`config.mk`:
```
export PLATFORM = sky130hd
export DESIGN_NAME = pwm_generator
export DESIGN_NICKNAME = d
export VERILOG_FILES = /design/src/rtl/pwm_pkg.sv /design/src/rtl/pwm_period_counter.sv /design/src/rtl/pwm_generator.sv
export SDC_FILE = /design/constraint.sdc
export NUM_CORES = 1
export LEC_CHECK = 0
export ABC_CLOCK_PERIOD_IN_PS = 3810
export CORE_AREA = 2 2 39 41
export DETAILED_ROUTE_END_ITERATION = 8
export DIE_AREA = 0 0 41 43
export PLACE_DENSITY_LB_ADDON = 0.12
export REMOVE_ABC_BUFFERS = 1
export SYNTH_ARGS = -nofsm -noshare
export SYNTH_HDL_FRONTEND = slang
export SYNTH_SLANG_ARGS = --single-unit
```
`constraint.sdc`:
```
create_clock -name clk -period 3.81 [get_ports clk]
set_input_delay 0.5715 -clock clk [delete_from_list [all_inputs] [get_ports clk]]
set_output_delay 0.5715 -clock clk [all_outputs]
set_load 0.05 [all_outputs]
```
`src/rtl/pwm_pkg.sv`:
```
`default_nettype none
// ============================================================================
// Module      : pwm_pkg
// Description : Duty-code type, named duty codes and the high-time helper
//               shared by the PWM generator files.
// Revision    : 1.0 - initial release
// ============================================================================
package pwm_pkg;

   typedef logic [1:0] duty_code_t;

   localparam duty_code_t DUTY_0   = 2'd0;
   localparam duty_code_t DUTY_33  = 2'd1;
   localparam duty_code_t DUTY_67  = 2'd2;
   localparam duty_code_t DUTY_100 = 2'd3;

   // Number of high cycles per period for a duty code (integer truncation).
   function automatic int high_cycles(input duty_code_t code, input int period);
      int h;
      case (code)
         DUTY_0:  h = 0;
         DUTY_33: h = period / 3;
         DUTY_67: h = (2 * period) / 3;
         default: h = period;
      endcase
      return h;
   endfunction

endpackage
`default_nettype wire

```
`src/rtl/pwm_period_counter.sv`:
```
`default_nettype none
// ============================================================================
// Module      : pwm_period_counter
// Description : Free-running period counter, 0..PERIOD-1, with a strobe
//               marking the final cycle of each period.
// Revision    : 1.0 - initial release
// ============================================================================
module pwm_period_counter #(
   parameter  int PERIOD = 12,
   localparam int CNT_W  = $clog2(PERIOD)
) (
   input  logic             clk,
   input  logic             reset,
   output logic [CNT_W-1:0] o_cnt,
   output logic             o_last_cycle
);

   logic [CNT_W-1:0] r_cnt;

   assign o_cnt        = r_cnt;
   assign o_last_cycle = (r_cnt == CNT_W'(PERIOD - 1));

   always_ff @(posedge clk) begin
      if (reset) begin
         r_cnt <= '0;
      end else if (o_last_cycle) begin
         r_cnt <= '0;
      end else begin
         r_cnt <= r_cnt + CNT_W'(1);
      end
   end

endmodule
`default_nettype wire

```
`src/rtl/pwm_generator.sv`:
```
`default_nettype none
// ============================================================================
// Module      : pwm_generator
// Description : Fixed-period registered PWM; the 2-bit duty code is latched
//               only at period boundaries so pulses are never truncated.
// Revision    : 1.0 - initial release
// ============================================================================
module pwm_generator
   import pwm_pkg::*;
#(
   parameter int PERIOD = 12
) (
   input  logic       clk,
   input  logic       reset,
   input  duty_code_t duty_cycle,
   output logic       pwm_out
);

   localparam int CNT_W = $clog2(PERIOD);

   logic [CNT_W-1:0] w_cnt;
   logic [CNT_W-1:0] w_cnt_next;
   logic             w_last_cycle;
   duty_code_t       r_duty_q;
   duty_code_t       w_duty_next;
   logic [CNT_W:0]   w_high;
   logic             w_pwm_next;

   pwm_period_counter #(
      .PERIOD       (PERIOD)
   ) u_period_counter (
      .clk          (clk),
      .reset        (reset),
      .o_cnt        (w_cnt),
      .o_last_cycle (w_last_cycle)
   );

   // Compare on next-state values so the flopped output lines up with cnt
   // without adding a cycle of latency. The extra bit in w_high holds PERIOD.
   always_comb begin
      w_cnt_next  = w_last_cycle ? '0 : w_cnt + CNT_W'(1);
      w_duty_next = w_last_cycle ? duty_cycle : r_duty_q;
      w_high      = (CNT_W + 1)'(high_cycles(w_duty_next, PERIOD));
      w_pwm_next  = ({1'b0, w_cnt_next} < w_high);
   end

   always_ff @(posedge clk) begin
      if (reset) begin
         r_duty_q <= DUTY_0;
         pwm_out  <= 1'b0;
      end else begin
         r_duty_q <= w_duty_next;
         pwm_out  <= w_pwm_next;
      end
   end

endmodule
`default_nettype wire

```
==> metrics.txt <==
Rows 14; Data required, critical path 3.24 ns; relative slew slack 67.56%; multiplexer area fraction after synthesis about 6.6%; CTS tree built; R2R depth 5; share of layout cells above drive strength 1 between 10% and 20%; CP Max Fanout 1; setup TNS 0 ns; largest family of logic cells by synthesized area simple AND/OR/NAND/NOR gates; # diodes 0; Pwr Density about 410 mW/mm^2; R2R Path Start u_period_counter.o_cnt[0]$_SDFF_PP0_; Final ANT Viol Nets 0; sequential area share after synthesis ~46%; Clock Latency Late Sink roughly 0.25 ns; delay of the slowest cell on the worst path 0.79 ns; IO Count 5; max-cap violations 0; fin crit period between 1.5 and 2 ns; first-pass GRT wire length 834 um; critical setup path kind register to output port; Syn Inst Count 30; Synth Area in Compound Gates approximately 8.7%; hold path start r_duty_q[0]$_SDFF_PP0_; register bit total from synthesis 7; LEAKAGE 0.1364 nW; CTS H-tree lvls 1; Netlist cell types 17; final setup vio count 0; Max Transition Viols Final 0; Post-CTS Repair Setup Buffers 0; # nets final between 40 and 50; total global routing overflow 0; post-synthesis simple-gate area fraction 25.62%; final hold vios 0; Hold Crit Class register to register; iteration-0 DRC count of the detailed router 9; Register Area roughly 140 sq um; initial antenna violation count 0; RR Endpoint pwm_out$_SDFF_PP0_; vias in the first global route 199; Tot GR Track Use ~7.7%; post-cts gate resize count 0; fillers roughly 150; Critical Path AT ~1.3 ns; RSZ-0062 raised after global routing no; end point of the critical path pwm_out; total clock sinks 7; hold buffers post-CTS 0; Clk pin slew, worst setup/hold paths around 0.050 ns; WL final around 530 um; Via Count between 200 and 300; Worst Setup Slack, final between 1.5 and 2 ns; GPL Wtd Cong roughly 0.77; Util after Layout ~28%; CP Depth 1; synth warn 0; total CTS buffers 3; worst path bufs/invs 1; Root Driver clkbuf_4; initial core utilization 21.88%; core area approximately 0.0014 sq mm; die height approximately 43 um; maximum clock path buffer count 2; critical-path cell list clkdlybuf4s50_1; VDD IR-drop max between 0.1 and 0.15 mV; largest net degree at the start of global routing 8; post-DP HPWL about 360 um; residual DRC count 0; area of the multi-input gates 157.7 sq um; actual slew at the worst max-slew pin ~0.49 ns; die area between 0.0015 and 0.002 sq mm; run status complete, no violations; Port Buf Inserts 4; dpl ws roughly 2.0 ns; Startpoint Class register; Routed WL per cell 9.943 um; Setup Skew around 0.0013 ns; XOR/XNOR Fraction of Synth Area 2.893%; post-DR vias/cell 4.755; Synth Area in Adders approximately 8.3%; Area growth, synth to finish 26.86%; worst setup path start pwm_out$_SDFF_PP0_; delay-heaviest family, CP buffers and inverters; Tcrit/Tclk final roughly half; Post-Syn Area just over 300 sq um; Avg Cell Area, Syn 10.09 sq um; DRT Pass-1 Iters 4; critical path capture point type output port; Critical-path top delay cell clkdlybuf4s50_1; chip width around 41 um; FF-to-FF setup slack 2.04 ns; fmax around 0.52 GHz
[final cells by class]
cell class / count / area share, %
multi-input combinational: 22 / 41.04
sequential: 7 / 36.48
timing repair buffer: 4 / 10.42
clock buffer: 4 / 6.840
tap: 16 / 5.212
[power by group]
part	internal (mW)	switching (mW)	total [mW]	leakage, nW
clock network	0.0401	0.0291	0.0692	0.0150
logic	0.00680	0.00431	0.0111	0.0644
registers	0.0761	0.00285	0.0789	0.0570
[Yosys cell counts]
cell type	instances	area share, %
nor3b_1	1	2.5
nand2b_1	1	2.1
nor2_1	3	3.7
nand2_1	3	3.7
ha_1	2	8.3
buf_2	1	1.7
mux2i_1	2	6.6
a21oi_1	1	1.7
xnor2_1	1	2.9
a311oi_2	1	5.0
and3b_1	1	2.9
or3b_1	1	2.9
nand3_1	2	3.3
nand4b_1	1	2.9
a31oi_1	1	2.1
nor3_1	1	1.7
dfxtp_1	7	46
[worst min-delay path by stage]
| stage | endpoint | slack (ns) | cells after the start |
|---|---|---|---|
| finish | r_duty_q[0]$_SDFF_PP0_ | 0.48 | 2 |
| global route | r_duty_q[0]$_SDFF_PP0_ | 0.50 | 2 |
| CTS | r_duty_q[0]$_SDFF_PP0_ | 0.48 | 2 |
| detailed placement | r_duty_q[0]$_SDFF_PP0_ | 0.47 | 2 |
| global placement | r_duty_q[0]$_SDFF_PP0_ | 0.46 | 2 |
| floorplan | r_duty_q[0]$_SDFF_PP0_ | 0.44 | 2 |
[metrics by stage]
stage | area, sq um | power [mW] | hold slack, ns | instances
finish | 384.1 | 0.1593 | 0.4772 | 53
global route | 384.1 | 0.1664 | 0.4994 | 53
CTS | 384.1 | 0.1600 | 0.4786 | 53
detailed placement | 357.8 | 0.09165 | 0.4705 | 49
global placement | 357.8 | 0.09179 | 0.4608 | 49
floorplan | 297.8 | 0.08612 | 0.4440 | 29
[per-layer routing]
| metal | wire length (um) | track usage, % |
|---|---|---|
| met2 | 205 | 8.438 |
| met4 | 23 | 10.00 |
| met1 | 233 | 9.295 |
| met5 | 0 | 0 |
| met3 | 64 | 3.141 |
[kinds of logic (layout without fill, tap and decap cells)]
logic type	after synthesis	count (layout)
DFF	7	7
adders and majority gates	2	2
AOI/OAI and AO/OA	3	3
xor gates and xnor gates	1	1
muxes	2	2
buffers and inverters	1	8
and+or+nand+nor	14	14
[placed cells by master, fill, tap and decap left out, types with 2 or more instances in the layout]
cell type        synthesis  layout
mux2i_1                  2       2
ha_1                     2       2
clkbuf_4                 0       3
nand2_1                  3       3
nor2_1                   3       3
clkdlybuf4s50_1          0       4
dfxtp_1                  7       7
nand3_1                  2       2
Note: power is estimated with default switching activity, not from simulation.
